==> src/rtl/ysyx_25020047_lsu.sv <==
// Load/store stage between EXU and WBU: one instruction in flight, a word-wide
// memory request/response handshake, and a single registered result slot toward WBU.
module ysyx_25020047_lsu #(
   parameter int unsigned TIMEOUT = 255
) (
   input  logic        clk,
   input  logic        rst_n,
   input  logic        in_valid,
   output logic        in_ready,
   input  logic [8:0]  in_type,
   input  logic [31:0] in_result,
   input  logic [31:0] in_sdata,
   input  logic [31:0] in_snpc,
   output logic        mem_req,
   input  logic        mem_gnt,
   output logic [31:0] mem_addr,
   output logic        mem_wen,
   output logic [31:0] mem_wdata,
   output logic [3:0]  mem_wmask,
   input  logic        mem_rvalid,
   input  logic [31:0] mem_rdata,
   output logic        out_valid,
   input  logic        out_ready,
   output logic [8:0]  out_type,
   output logic [31:0] out_result,
   output logic [31:0] out_memdata,
   output logic [31:0] out_snpc,
   output logic        err
);
   localparam logic [7:0] TIMEOUT_C = TIMEOUT[7:0];

   typedef enum logic [1:0] {S_IDLE = 2'd0, S_REQ = 2'd1, S_WAIT = 2'd2} state_t;

   state_t      state_r, state_s;
   logic [8:0]  type_r;
   logic [31:0] result_r, snpc_r;
   logic [7:0]  cnt_r, cnt_inc_s;
   logic        accept_s, is_mem_s, misalign_s, tmo_s;
   logic        out_load_s, err_s;
   logic [8:0]  load_type_s;
   logic [31:0] load_result_s, load_memdata_s, load_snpc_s, rd_data_s;

   function automatic logic [7:0] byte_lane(input logic [31:0] word, input logic [1:0] sel);
      case (sel)
         2'd0:    byte_lane = word[7:0];
         2'd1:    byte_lane = word[15:8];
         2'd2:    byte_lane = word[23:16];
         default: byte_lane = word[31:24];
      endcase
   endfunction

   function automatic logic [3:0] store_mask(input logic [8:0] t, input logic [1:0] off);
      if (t[7])      store_mask = 4'b1111;
      else if (t[8]) store_mask = 4'b0001 << off;
      else           store_mask = 4'b0000;
   endfunction

   function automatic logic [31:0] store_data(input logic [8:0] t, input logic [31:0] sd);
      if (t[7])      store_data = sd;
      else if (t[8]) store_data = {4{sd[7:0]}};
      else           store_data = 32'd0;
   endfunction

   assign in_ready   = (state_r == S_IDLE) & (~out_valid | out_ready);
   assign accept_s   = in_valid & in_ready;
   assign is_mem_s   = |in_type[8:5];
   assign misalign_s = (in_type[5] | in_type[7]) & (in_result[1:0] != 2'b00);
   assign cnt_inc_s  = cnt_r + 8'd1;
   assign tmo_s      = (cnt_inc_s == TIMEOUT_C);

   // Load data extraction from the returned word
   always_comb begin
      if (type_r[5])      rd_data_s = mem_rdata;
      else if (type_r[6]) rd_data_s = {24'd0, byte_lane(mem_rdata, result_r[1:0])};
      else                rd_data_s = 32'd0;
   end

   // Next state and output-register load decision
   always_comb begin
      state_s        = state_r;
      out_load_s     = 1'b0;
      err_s          = 1'b0;
      load_type_s    = type_r;
      load_result_s  = result_r;
      load_memdata_s = 32'd0;
      load_snpc_s    = snpc_r;
      case (state_r)
         S_IDLE: begin
            if (accept_s) begin
               if (!is_mem_s || misalign_s) begin
                  out_load_s    = 1'b1;
                  err_s         = misalign_s;
                  load_type_s   = in_type;
                  load_result_s = in_result;
                  load_snpc_s   = in_snpc;
               end else begin
                  state_s = S_REQ;
               end
            end else begin
               state_s = S_IDLE;
            end
         end
         S_REQ: begin
            if (tmo_s) begin
               state_s    = S_IDLE;
               out_load_s = 1'b1;
               err_s      = 1'b1;
            end else if (mem_gnt) begin
               state_s = S_WAIT;
            end else begin
               state_s = S_REQ;
            end
         end
         S_WAIT: begin
            // a response arriving on the last allowed cycle still completes normally
            if (mem_rvalid) begin
               state_s        = S_IDLE;
               out_load_s     = 1'b1;
               load_memdata_s = rd_data_s;
            end else if (tmo_s) begin
               state_s    = S_IDLE;
               out_load_s = 1'b1;
               err_s      = 1'b1;
            end else begin
               state_s = S_WAIT;
            end
         end
         default: state_s = S_IDLE;
      endcase
   end

   // State register and timeout counter (cleared whenever idle)
   always_ff @(posedge clk or negedge rst_n) begin
      if (!rst_n) begin
         state_r <= S_IDLE;
         cnt_r   <= 8'd0;
      end else begin
         state_r <= state_s;
         cnt_r   <= (state_r == S_IDLE) ? 8'd0 : cnt_inc_s;
      end
   end

   // Latched copy of the accepted instruction
   always_ff @(posedge clk or negedge rst_n) begin
      if (!rst_n) begin
         type_r   <= 9'd0;
         result_r <= 32'd0;
         snpc_r   <= 32'd0;
      end else if (accept_s) begin
         type_r   <= in_type;
         result_r <= in_result;
         snpc_r   <= in_snpc;
      end
   end

   // Memory request registers, held stable for the whole request phase
   always_ff @(posedge clk or negedge rst_n) begin
      if (!rst_n) begin
         mem_req   <= 1'b0;
         mem_addr  <= 32'd0;
         mem_wen   <= 1'b0;
         mem_wdata <= 32'd0;
         mem_wmask <= 4'd0;
      end else begin
         mem_req <= (state_s == S_REQ);
         if (accept_s && (state_s == S_REQ)) begin
            mem_addr  <= {in_result[31:2], 2'b00};
            mem_wen   <= in_type[7] | in_type[8];
            mem_wdata <= store_data(in_type, in_sdata);
            mem_wmask <= store_mask(in_type, in_result[1:0]);
         end
      end
   end

   // Result register toward WBU plus the error pulse
   always_ff @(posedge clk or negedge rst_n) begin
      if (!rst_n) begin
         out_valid   <= 1'b0;
         out_type    <= 9'd0;
         out_result  <= 32'd0;
         out_memdata <= 32'd0;
         out_snpc    <= 32'd0;
         err         <= 1'b0;
      end else begin
         err <= err_s;
         if (out_load_s) begin
            out_valid   <= 1'b1;
            out_type    <= load_type_s;
            out_result  <= load_result_s;
            out_memdata <= load_memdata_s;
            out_snpc    <= load_snpc_s;
         end else if (out_ready) begin
            out_valid <= 1'b0;
         end
      end
   end
endmodule

==> config.mk <==
export PLATFORM = sky130hd
export DESIGN_NAME = ysyx_25020047_lsu
export DESIGN_NICKNAME = d
export VERILOG_FILES = /design/src/rtl/ysyx_25020047_lsu.sv
export SDC_FILE = /design/constraint.sdc
export NUM_CORES = 1
export LEC_CHECK = 0
export CAP_MARGIN = 20
export CORE_UTILIZATION = 30
export CTS_CLUSTER_DIAMETER = 30
export CTS_CLUSTER_SIZE = 14
export DETAILED_ROUTE_END_ITERATION = 8
export PLACE_DENSITY = 0.59
export RECOVER_POWER = 50
export SLEW_MARGIN = 10
export SYNTH_ARGS = -nofsm -noshare
export SYNTH_HDL_FRONTEND = slang
export SYNTH_SLANG_ARGS = --single-unit
==> constraint.sdc <==
create_clock -name clk -period 5.59 [get_ports clk]
set_input_delay 0.559 -clock clk [delete_from_list [all_inputs] [get_ports clk]]
set_output_delay 0.559 -clock clk [all_outputs]
set_load 0.02 [all_outputs]
# Word-level counts from Yosys, hierarchy flattened
# Index checks and enable logic that the tools add are counted.
[totals]
ff_bits = 258
word_cells = 76
[op_classes]
add_sub_neg = 1
eq_ne = 6
shifts = 1
n_mux = 37
n_bitwise = 7
n_reduce_logical = 8
[op_table]
columns = ["cell", "count"]
rows = [
  ["two-way mux 32 bit", 11],
  ["two-way mux 9 bit", 3],
  ["case mux 8 bit (3 select lines)", 1],
  ["two-way mux 8 bit", 2],
  ["two-way mux 2 bit", 6],
  ["two-way mux 1 bit", 9],
  ["adder 8 x 1 -> 8 bit (second input constant)", 1],
  ["== test 8 bit (second input constant)", 1],
  ["two-way mux 4 bit", 2],
  ["== test 2 x 1 -> 1 bit (second input constant)", 3],
  ["case mux 1 bit (3 select lines)", 2],
  ["case mux 2 bit (3 select lines)", 1],
  ["== test 2 bit (second input constant)", 2],
  ["zero test 2 bit", 2],
  ["nonzero test 2 bit", 2],
  ["OR reduction 4 bit", 1],
  ["<< shifter 1 x 2 -> 4 bit (first input constant)", 1],
  ["bitwise AND 1 bit", 3],
  ["bitwise OR 1 bit", 3],
  ["logical AND 1 bit", 1],
  ["zero test 1 bit", 1],
  ["logical OR 1 bit", 1],
  ["inverter 1 bit", 1],
]

# Logic depth before layout (Yosys ltp)
# Gate-level depths: netlist of the first run.
[depth]
depth_word = 8
depth_mapped = 8
mapped_depth_nobuf = 7

# Least setup slack after synthesis of the first run
# Ideal clock, no wire load.
[synth_path]
kind = "input -> register"
from = "input port in_type[7]"
to = "register out_type[2]"
arrival_ns = 2.363
path_slack_ns = 3.099
stages = 7
path_cell_list = "buf_2 > o22a_1 > o2111ai_1 > buf_2 > clkbuf_1 > mux2_2 > mux2_1"
[synth_via]
elab_chain_cells = 6
elab_cells_between_ends = 11
classes_between = "6 x mux; 2 x bitwise; 3 x reduce/logical"
[synth_lines]
columns = ["item", "line", "rtl"]
rows = [
  ["from (decl)", "10", "input logic [8:0] in_type,"],
  ["OR reduction 4 bit / bitwise OR 1 bit (equally long branches)", "66, 67", ""],
  ["zero test 1 bit / bitwise AND 1 bit (equally long branches)", "90, 67", ""],
  ["logical OR 1 bit (*)", "90", "if (!is_mem_s || misalign_s) begin"],
  ["two-way mux 1 bit / two-way mux 9 bit (equally long branches)", "90", ""],
  ["two-way mux 1 bit / two-way mux 9 bit (equally long branches)", "89", "if (accept_s) begin"],
  ["case mux 1 bit (3 select lines) / two-way mux 9 bit (equally long branches)", "87", "case (state_r)"],
  ["to (signal assigned)", "188", "out_type <= load_type_s;"],
  ["to (decl)", "24", "output logic [8:0] out_type,"],
]
# Every way passes the cells marked *; elsewhere a longest branch is shown, timed or not.
# A chain may end at the register's enable or synchronous reset.

# Worst setup path after layout of the first run
[layout_path]
from = "register state_r[1]"
to = "output port in_ready"
[layout_via]
elab_chain_cells = 2
[layout_lines]
columns = ["item", "line", "rtl"]
rows = [
  ["from (decl)", "34", "state_t state_r, state_s;"],
  ["from (signal assigned)", "138", "state_r <= state_s;"],
  ["zero test 2 bit", "64", "assign in_ready = (state_r == S_IDLE) & (~out_valid | out_ready);"],
  ["bitwise AND 1 bit", "64", ""],
  ["to (decl)", "9", "output logic in_ready,"],
]
# Every way passes these cells.

==> reports/results.tsv, run 1 <==
stage	metric	value	unit
power	p_leak	7.56	nW
clock_network	htreeDepth	3	
clock_network	postCtsSetupRepairBufs	0	
job	cap_violations	1	
routing	viasPerCell	4.62	
worst_setup_path	r2r_cells	6	
timing	period_needed	3.35	ns
global_routing	grt_antenna_before_repair	1	
power	power	11.8	mW
placed_design	port_buffers	318	
timing	maxSlewViolCount	121	
run_status	violations	max-capacitance violations, max-slew violations	
timing	clock_skew	0.0135	ns
clock_network	numClockSinks	258	
die	core-area	36900	sq um
die	dieWidth	196	um
yosys	yosys_warnings	0	
yosys	synth_cells	797	
power	power.density	677	nW/um^2
routing	drcViolationCount	0	
power	p_switching	3.72	mW
yosys	ys_types	47	
clock_network	cts_tree	done	
yosys	ys_seq_elements	258	
worst_setup_path	cp_max_fo	11	
layout	drive_gt1_share	31.3	%
worst_setup_path	endpoint_kind	primary output	
routing	routed_wl	31.0	mm
placed_design	gp_congestion	0.762	
hold_path	hold_depth	2	
hold_path	hold_class	register to register	
timing	setup_violations	0	
layout	final_common_cell	dfrtp_1	
layout	final_cell_mix	dfrtp_1, clkdlybuf4s50_1, mux2_2, dlygate4sd3_1, clkbuf_16	
placed_design	dp_hpwl	20.1	mm
yosys	syn_area_per_cell	14.2	sq um
timing	fmax	0.299	GHz
yosys	syn_area	11300	sq um
power	comb_power_share	37.1	%
yosys	synth_edf_count	0	
timing	tightest_slew	3.15	ns
clock_network	ctsResizeCount	0	
global_routing	overflow	0	
layout	fillCellCount	3236	
worst_setup_path	path_class	register to primary output	
power	p_clk_share	35.3	%
placed_design	dpl_cell_area	15000	sq um
clock_network	insertion_delay	0.56	ns
yosys	async_flop_share	100	%
clock_network	clock_path_buffers	3	
timing	finalSetupTns	0	ns
placed_design	dp.cells	1575	
layout	nNetsFinal	1292	
routing	firstDrtPassIters	4	
clock_network	cts_buffers	74	
routing	drtIter0Drc	353	
clock_network	clk_pin_slew	0.04	ns
placed_design	dp_slack	1.86	ns
timing	fin_crit_sh	59.9	%
worst_setup_path	cp.required	5.03	ns
timing	final.setup.worst_slack	2.24	ns
clock_network	postCtsHoldBufs	0	
routing	post_drt_wl_per_cell	18.1	um
run_status	outcome	finished with violations	
layout	syn2layout_area_growth	54.9	%
worst_setup_path	startpoint_type	register	
global_routing	grt_pass1_wl	49.1	mm
timing	relSlewSlack	-110	%
worst_setup_path	arrival	2.79	ns
routing	ant_nets	0	
power	power_frac_seq	27.7	%
die	start_util	30.7	%
timing	grt_setup_unrepaired	false	
global_routing	grt_max_degree	139	
timing	hold_violations	0	
layout	design_area	17500	sq um
layout	fin_cells	1708	
die	chipHeight	196	um
global_routing	track_usage	16.4	%
global_routing	grt_pass1_vias	8534	
die	die_area	38500	sq um
die	num_rows	70	
clock_network	cts-root-buf	clkbuf_16	
yosys	yosysSeqAreaShare	57.1	%
die	ioPinCount	321	
power	p_int	8.13	mW
power	swShare	31.4	%
yosys	synth_ff_type	dfrtp_1	
routing	via_count	7891	
power	peakVddDrop	0.000326	V
-- metrics by stage --
stage          util [%]  hold WS, ns
5_1_grt            47.5        0.485
3_5_place_dp       40.7        0.471
4_1_cts            47.5        0.118
3_3_place_gp       40.7        0.462
6_report           47.5        0.467
2_1_floorplan         -        0.263
-- flip-flops by register name, summed over array words and instances (netlist names) --
| name | count |
|---|---|
| cnt_r | 8 |
| err | 1 |
| mem_addr | 30 |
| mem_req | 1 |
| mem_wdata | 32 |
| mem_wen | 1 |
| mem_wmask | 4 |
| out_memdata | 32 |
| out_result | 32 |
| out_snpc | 32 |
| out_type | 9 |
| out_valid | 1 |
| result_r | 32 |
| snpc_r | 32 |
| state_r | 2 |
| type_r | 9 |
-- final timing paths --
kind	slack [ns]	endpoint	from
worst min-delay path	0.47	mem_wdata[20]	mem_wdata[20]
worst max-delay path	2.24	in_ready	state_r[1]
worst max register to register	2.33	out_result[31]	state_r[1]
worst min register to register	0.47	mem_wdata[20]	mem_wdata[20]
min in group asynchronous	0.96	mem_wdata[12]	rst_n
max in group asynchronous	2.70	snpc_r[19]	rst_n
-- critical path, stage by stage, from the launching register on --
cell             delay (ns)
dfrtp_1                0.41
nor2_1                 0.73
and2_1                 0.39
clkdlybuf4s50_1        0.69
-- layout make-up --
class / instances / area [sq um] / area share (%)
repair buffers: 329 / 3300 / 18.8
clock inverters: 32 / 417 / 2.38
flip-flops and latches: 258 / 6460 / 36.9
well taps: 504 / 631 / 3.60
multi-input cells: 479 / 4580 / 26.2
clock buffers: 100 / 2110 / 12.0
diodes: 1 / 2.50 / 0.0143
inverters: 5 / 18.8 / 0.107
-- power by group through the flow --
stage	registers (mW)	logic [mW]	clock network [mW]
floorplan	3.95	1.97	0
global placement	3.28	4.50	0
detailed placement	3.30	4.55	0
CTS	3.30	4.57	4.26
global route	3.40	4.69	4.39
finish	3.28	4.39	4.18
-- per-layer routing --
metal	vias up	global-route usage, %	wire length (um)
met5	-	0	0
met4	0	5.99	655
met3	52	6.67	2730
met2	297	25.5	14200
met1	3903	20.4	13400
li1	3639	-	-
-- cells by family (layout without fill, tap and decap cells) --
kind of cell	Yosys count	count (layout)	synth area share [%]
DFF	258	258	57.1
muxes	252	252	27.7
AOI/OAI and AO/OA	117	117	7.44
and+or+nand+nor	99	99	4.23
buffers and inverters	61	466	2.74
xor gates and xnor gates	7	7	0.542
adders and majority gates	2	2	0.221
other	1	3	0.0332
-- cells in the mapped netlist, drive strengths merged (2+ instances only) --
master / instances / share of area (%)
a221o: 8 / 0.71
a22o: 25 / 1.9
a22oi: 24 / 1.6
a31oi: 4 / 0.22
and2: 3 / 0.17
and3: 3 / 0.17
buf: 30 / 1.7
clkbuf: 26 / 0.86
dfrtp: 258 / 57
ha: 2 / 0.22
inv: 5 / 0.17
mux2: 244 / 26
mux4: 8 / 1.6
nand2: 52 / 1.7
nand3: 6 / 0.27
nand4b: 2 / 0.15
nor2: 15 / 0.50
nor2b: 9 / 0.50
o2111ai: 2 / 0.15
o21ai: 43 / 1.9
o41ai: 2 / 0.15
xnor2: 2 / 0.15
xor2: 5 / 0.39
Power figures use the tool's default switching activity.
==> run 2, diff against run 1 <==
PLACE_DENSITY = 0.61   (was 0.59)
clock period = 2.8 ns   (was 5.59 ns; I/O delays follow)
==> run 2 against run 1 <==
The run still ends with max-capacitance violations, max-slew violations left. Non-clock buffer count increased by 24. Via count increased by 0.72%. Cell count increased by 1.1%. Total power increased by 100%. Worst hold slack got worse by 0.11 ns. Sequential cell count unchanged. Combinational power increased by 110%. Critical endpoint unchanged.
==> reports/results.tsv, run 2 (synthesis results as in run 1) <==
stage	metric	value	unit	change
worst_setup_path	r2r-start	out_valid		
worst_setup_path	reg2reg_to	mem_wdata[12]		
run_status	violations	max-capacitance violations, max-slew violations		
placed_design	dp_hpwl	21.3	mm	+6.1%
power	power.density	1340	nW/um^2	+98%
routing	viasPerCell	4.60		-0.33%
clock_network	insertion_delay	0.56	ns	about the same
clock_network	clock_path_buffers	3		unchanged
clock_network	cts_buffers	72		-2.7%
die	core-area	36900	sq um	unchanged
layout	seq_area	6460	sq um	unchanged
global_routing	use_met2	27.0	%	+1.5 points
layout	multiInputGateArea	4580	sq um	about the same
routing	via_count	7948		+0.72%
timing	relSlewSlack	-35.6	%	+75 points
worst_setup_path	r2r_cells	7		+1
global_routing	grt_max_degree	77		-45%
worst_setup_path	cp_max_fo	5		-6
worst_setup_path	path_class	register to primary output		
timing	final.setup.worst_slack	0.229	ns	-2.01 ns
hold_path	hold_start	mem_rdata[23]		
global_routing	grt_pass1_vias	8737		+2.4%
timing	clock_skew	0.0182	ns	+0.00470 ns
timing	fmax	0.389	GHz	
worst_setup_path	regToRegSetupSlack	0.29	ns	-2.04 ns
global_routing	grt_antenna_before_repair	0		-1
layout	nNetsFinal	1314		+1.7%
layout	fillCellCount	3294		+1.8%
global_routing	use_met3	5.91	%	-0.76 points
placed_design	gp_congestion	0.763		+0.14%
global_routing	gr-usage-met1	20.8	%	+0.45 points
power	swShare	31.5	%	+0.089 points
routing	routed_wl	31.7	mm	+2.3%
timing	period_needed	2.57	ns	
hold_path	hold_class	input pin to register		
global_routing	top_usage_layer	met2		
die	die_area	38500	sq um	unchanged
routing	drtIter0Drc	224		-37%
power	p_int	16.3	mW	+100%
layout	fin_cells	1726		+1.1%
global_routing	track_usage	16.8	%	+0.42 points
routing	firstDrtPassIters	4		unchanged
placed_design	dp.cells	1598		+1.5%
worst_setup_path	arrival	2.29	ns	-0.50 ns
placed_design	port_buffers	318		unchanged
layout	antennaDiodeCount	0		-1
die	ioPinCount	321		unchanged
power	peakVddDrop	0.000703	V	+120%
worst_setup_path	endpoint_kind	primary output		
power	p_switching	7.47	mW	+100%
die	start_util	30.7	%	unchanged
job	cap_violations	1		unchanged
layout	final_common_cell	clkdlybuf4s50_1		
clock_network	cts-root-buf	clkbuf_16		
timing	whs	0.360	ns	-0.108 ns
clock_network	postCtsSetupRepairBufs	0		unchanged
clock_network	cts_tree	done		
placed_design	dp_slack	0.136	ns	-1.72 ns
worst_setup_path	cp.required	2.52	ns	-2.51 ns
timing	hold_violations	0		unchanged
die	dieWidth	196	um	unchanged
hold_path	hold_depth	2		unchanged
clock_network	clk_pin_slew	0.05	ns	about the same
layout	syn2layout_area_growth	56.7	%	
power	p_leak	7.61	nW	+0.70%
power	p_clk_share	33.8	%	-1.5 points
routing	post_drt_wl_per_cell	18.4	um	+1.3%
timing	fin_crit_sh	91.8	%	
timing	finalSetupTns	0	ns	unchanged
clock_network	htreeDepth	3		unchanged
timing	grt_setup_unrepaired	false		
timing	setup_violations	0		unchanged
layout	fin_util	48.0	%	+0.56 points
power	comb_power_share	38.5	%	+1.4 points
die	chipHeight	196	um	unchanged
routing	drcViolationCount	0		unchanged
global_routing	overflow	0		unchanged
clock_network	numClockSinks	258		unchanged
hold_path	hold_end	out_memdata[23]		
layout	drive_gt1_share	32.5	%	+1.1 points
die	num_rows	70		unchanged
routing	ant_nets	0		unchanged
run_status	outcome	finished with violations		
timing	tightest_slew	2.03	ns	-1.12 ns
worst_setup_path	startpoint_type	register		
power	power_frac_seq	27.7	%	about the same
timing	maxSlewViolCount	74		-39%
global_routing	grt_pass1_wl	50.4	mm	+2.5%
layout	final_cell_mix	clkdlybuf4s50_1, dfrtp_1, mux2_2, clkbuf_16, mux2_4		
[run 2: layout make-up]
type / instances / area share, %
multi-input combinational: 479 / 25.9
sequential: 258 / 36.4
tap: 504 / 3.56
clock buffer: 93 / 11.4
timing repair buffer: 353 / 20.4
inverter: 5 / 0.106
clock inverter: 34 / 2.26
[run 2: power groups by stage]
stage          clock network, mW  registers, mW  logic, mW
6_report                    8.03           6.57       9.13
5_1_grt                     8.43           6.82       9.74
4_1_cts                     8.22           6.60       9.40
3_5_place_dp                   0           6.59       9.35
3_3_place_gp                   0           6.57       9.24
2_1_floorplan                  0           7.88       3.93
[run 2: critical path, stage by stage, from the launching register on]
cell             delay (ns)
dfrtp_1                0.42
nor2_2                 0.30
and2_1                 0.31
clkdlybuf4s50_1        0.72
[run 2: through the flow]
| step | instance area (sq um) | total power, mW |
|---|---|---|
| floorplan | 11300 | 11.8 |
| global placement | 15300 | 15.8 |
| detailed placement | 15300 | 15.9 |
| CTS | 17800 | 24.2 |
| global route | 17700 | 25.0 |
| finish | 17700 | 23.7 |
[run 2: how the worst max path moves through the flow]
| stage | cells past startpoint | start | end |
|---|---|---|---|
| global route | 9 | in_type[5] | mem_wdata[9] |
| global placement | 10 | in_type[5] | out_result[31] |
| detailed placement | 9 | in_type[5] | out_snpc[1] |
| floorplan | 7 | cnt_r[0] | out_result[16] |
| finish | 3 | state_r[1] | in_ready |
| CTS | 3 | state_r[1] | in_ready |
[run 2: repair_timing]
action                                 CTS  global route
gates resized for setup                  0             1
hold buffers                             1             0
setup endpoints to repair                0             1
endpoints found under the hold margin   73             0
[run 2: per-layer routing]
layer	wire length, um	share of wire (%)
met1	13700	43
met5	0	0
met4	643	2.0
met3	2350	7.4
met2	15000	47
==> run 3, diff against run 2 <==
PLACE_DENSITY = 0.59   (was 0.61)
==> run 3 against run 2 <==
The run now ends clean. Worst setup slack got worse by 0.036 ns. Cell area increased by 1.3%. Critical path depth unchanged. Register-to-register slack improved by 0.04 ns. Largest power group unchanged.
==> reports/results.tsv, run 3 (synthesis results as in run 1) <==
stage	metric	value	unit	change
worst_setup_path	arrival	2.33	ns	+0.04 ns
placed_design	dp.cells	1608		+0.63%
worst_setup_path	cp_max_fo	5		unchanged
global_routing	track_usage	16.8	%	+0.034 points
clock_network	numClockSinks	258		unchanged
clock_network	clk_pin_slew	0.04	ns	about the same
worst_setup_path	startpoint_type	register		
global_routing	grt_pass1_vias	8646		-1.0%
global_routing	grt_max_degree	83		+7.8%
routing	routed_wl	31.8	mm	+0.43%
routing	drtIter0Drc	278		+24%
worst_setup_path	cp-startpoint	state_r[1]		
routing	ant_nets	0		unchanged
routing	drcViolationCount	0		unchanged
run_status	outcome	complete, no violations		
timing	clock_skew	0.0196	ns	+0.00148 ns
timing	period_needed	2.61	ns	+0.0364 ns
placed_design	gp_congestion	0.779		+2.1%
timing	fmax	0.384	GHz	-1.4%
worst_setup_path	path_class	register to primary output		
placed_design	port_buffers	318		unchanged
timing	hold_violations	0		unchanged
global_routing	grt_pass1_wl	50.1	mm	-0.58%
clock_network	postCtsSetupRepairBufs	0		unchanged
layout	final_cell_mix	clkdlybuf4s50_1, dfrtp_1, mux2_2, clkbuf_16, mux2_4		
die	dieWidth	196	um	unchanged
clock_network	cts-root-buf	clkbuf_16		
die	ioPinCount	321		unchanged
job	cap_violations	0		-1
routing	post_drt_wl_per_cell	18.2	um	-0.72%
power	peakVddDrop	0.000788	V	+12%
clock_network	cts_tree	done		
layout	syn2layout_area_growth	58.7	%	
layout	fillCellCount	3249		-1.4%
routing	firstDrtPassIters	4		unchanged
layout	nNetsFinal	1326		+0.91%
worst_setup_path	cp.required	2.52	ns	about the same
placed_design	dp_slack	0.0552	ns	-0.0805 ns
placed_design	dpl_cell_area	15400	sq um	+0.33%
routing	via_count	8066		+1.5%
timing	fin_crit_sh	93.1	%	+1.3 points
timing	final.setup.worst_slack	0.193	ns	-0.0364 ns
timing	finalSetupTns	0	ns	unchanged
clock_network	cts_buffers	74		+2.8%
timing	setup_violations	0		unchanged
placed_design	dp_hpwl	21.8	mm	+2.2%
layout	fin_cells	1746		+1.2%
global_routing	overflow	0		unchanged
timing	relSlewSlack	5.29	%	+41 points
power	power.density	1360	nW/um^2	+1.5%
clock_network	htreeDepth	3		unchanged
die	chipHeight	196	um	unchanged
die	die_area	38500	sq um	unchanged
routing	viasPerCell	4.62		+0.32%
global_routing	grt_antenna_before_repair	3		+3
worst_setup_path	r2r-start	cnt_r[3]		
timing	grt_setup_unrepaired	false		
die	num_rows	70		unchanged
layout	drive_gt1_share	32.7	%	+0.23 points
power	p_leak	7.73	nW	+1.5%
clock_network	insertion_delay	0.55	ns	about the same
worst_setup_path	endpoint_kind	primary output		
hold_path	hold_class	input pin to asynchronous set/reset pin		
timing	tightest_slew	1.42	ns	-0.613 ns
die	core-area	36900	sq um	unchanged
timing	whs	0.315	ns	-0.0445 ns
clock_network	clock_path_buffers	3		unchanged
layout	design_area	17900	sq um	+1.3%
timing	maxSlewViolCount	0		-100%
die	start_util	30.7	%	unchanged
layout	final_common_cell	clkdlybuf4s50_1		
## run 3: area by class of cell
cell class / instances / area, sq um / share of cell area (%)
Antenna cell: 1 / 2.50 / 0.0139
Clock buffer: 102 / 2160 / 12.1
Clock inverter: 34 / 467 / 2.60
Inverter: 5 / 18.8 / 0.105
Multi-Input combinational cell: 479 / 4580 / 25.5
Sequential cell: 258 / 6460 / 36.0
Tap cell: 504 / 631 / 3.52
Timing Repair Buffer: 363 / 3620 / 20.2
## run 3: worst max-delay path, stage by stage, from the launching register on
cell and delay [ns]:
dfrtp_1 0.42, nor2_2 0.31, and2_0 0.31, clkdlybuf4s50_1 0.74
## run 3: stage by stage
stage          power, mW  util [%]
5_1_grt             25.6      48.6
6_report            24.4      48.7
4_1_cts             24.9      48.8
2_1_floorplan       11.8         -
3_3_place_gp        15.9      41.7
3_5_place_dp        16.0      41.7
## run 3: final timing paths
check / end / slack [ns] / cells after the start
setup / recovery: in_ready / 0.19 / 3
hold / removal: mem_wdata[12] / 0.32 / 2
setup reg to reg: out_result[8] / 0.33 / 7
hold reg to reg: cnt_r[0] / 0.47 / 1
max in group asynchronous: snpc_r[18] / 0.55 / 3
min in group clk: snpc_r[31] / 0.37 / 2
## run 3: repair_timing
action / in CTS / in global routing
gates resized for setup: 0 / 1
hold buffers: 1 / 0
endpoints found under the hold margin: 76 / 0
endpoints found under the setup margin: 0 / 1
## run 3: layer usage
| layer | GRT usage (%) | vias up | wire [um] |
|---|---|---|---|
| met2 | 25.8 | 300 | 14500 |
| met1 | 21.3 | 3999 | 13800 |
| met3 | 6.43 | 68 | 2700 |
| met5 | 0 | - | 13 |
| met4 | 6.83 | 2 | 793 |
| li1 | - | 3697 | - |
## run 3: where the power goes
part           leakage (nW)  switching [mW]  total [mW]  internal (mW)
registers              3.16            1.01        6.57           5.56
clock network          1.28            2.37        8.71           6.34
logic                  3.29            4.10        9.11           5.01
total                  7.73            7.48        24.4           16.9
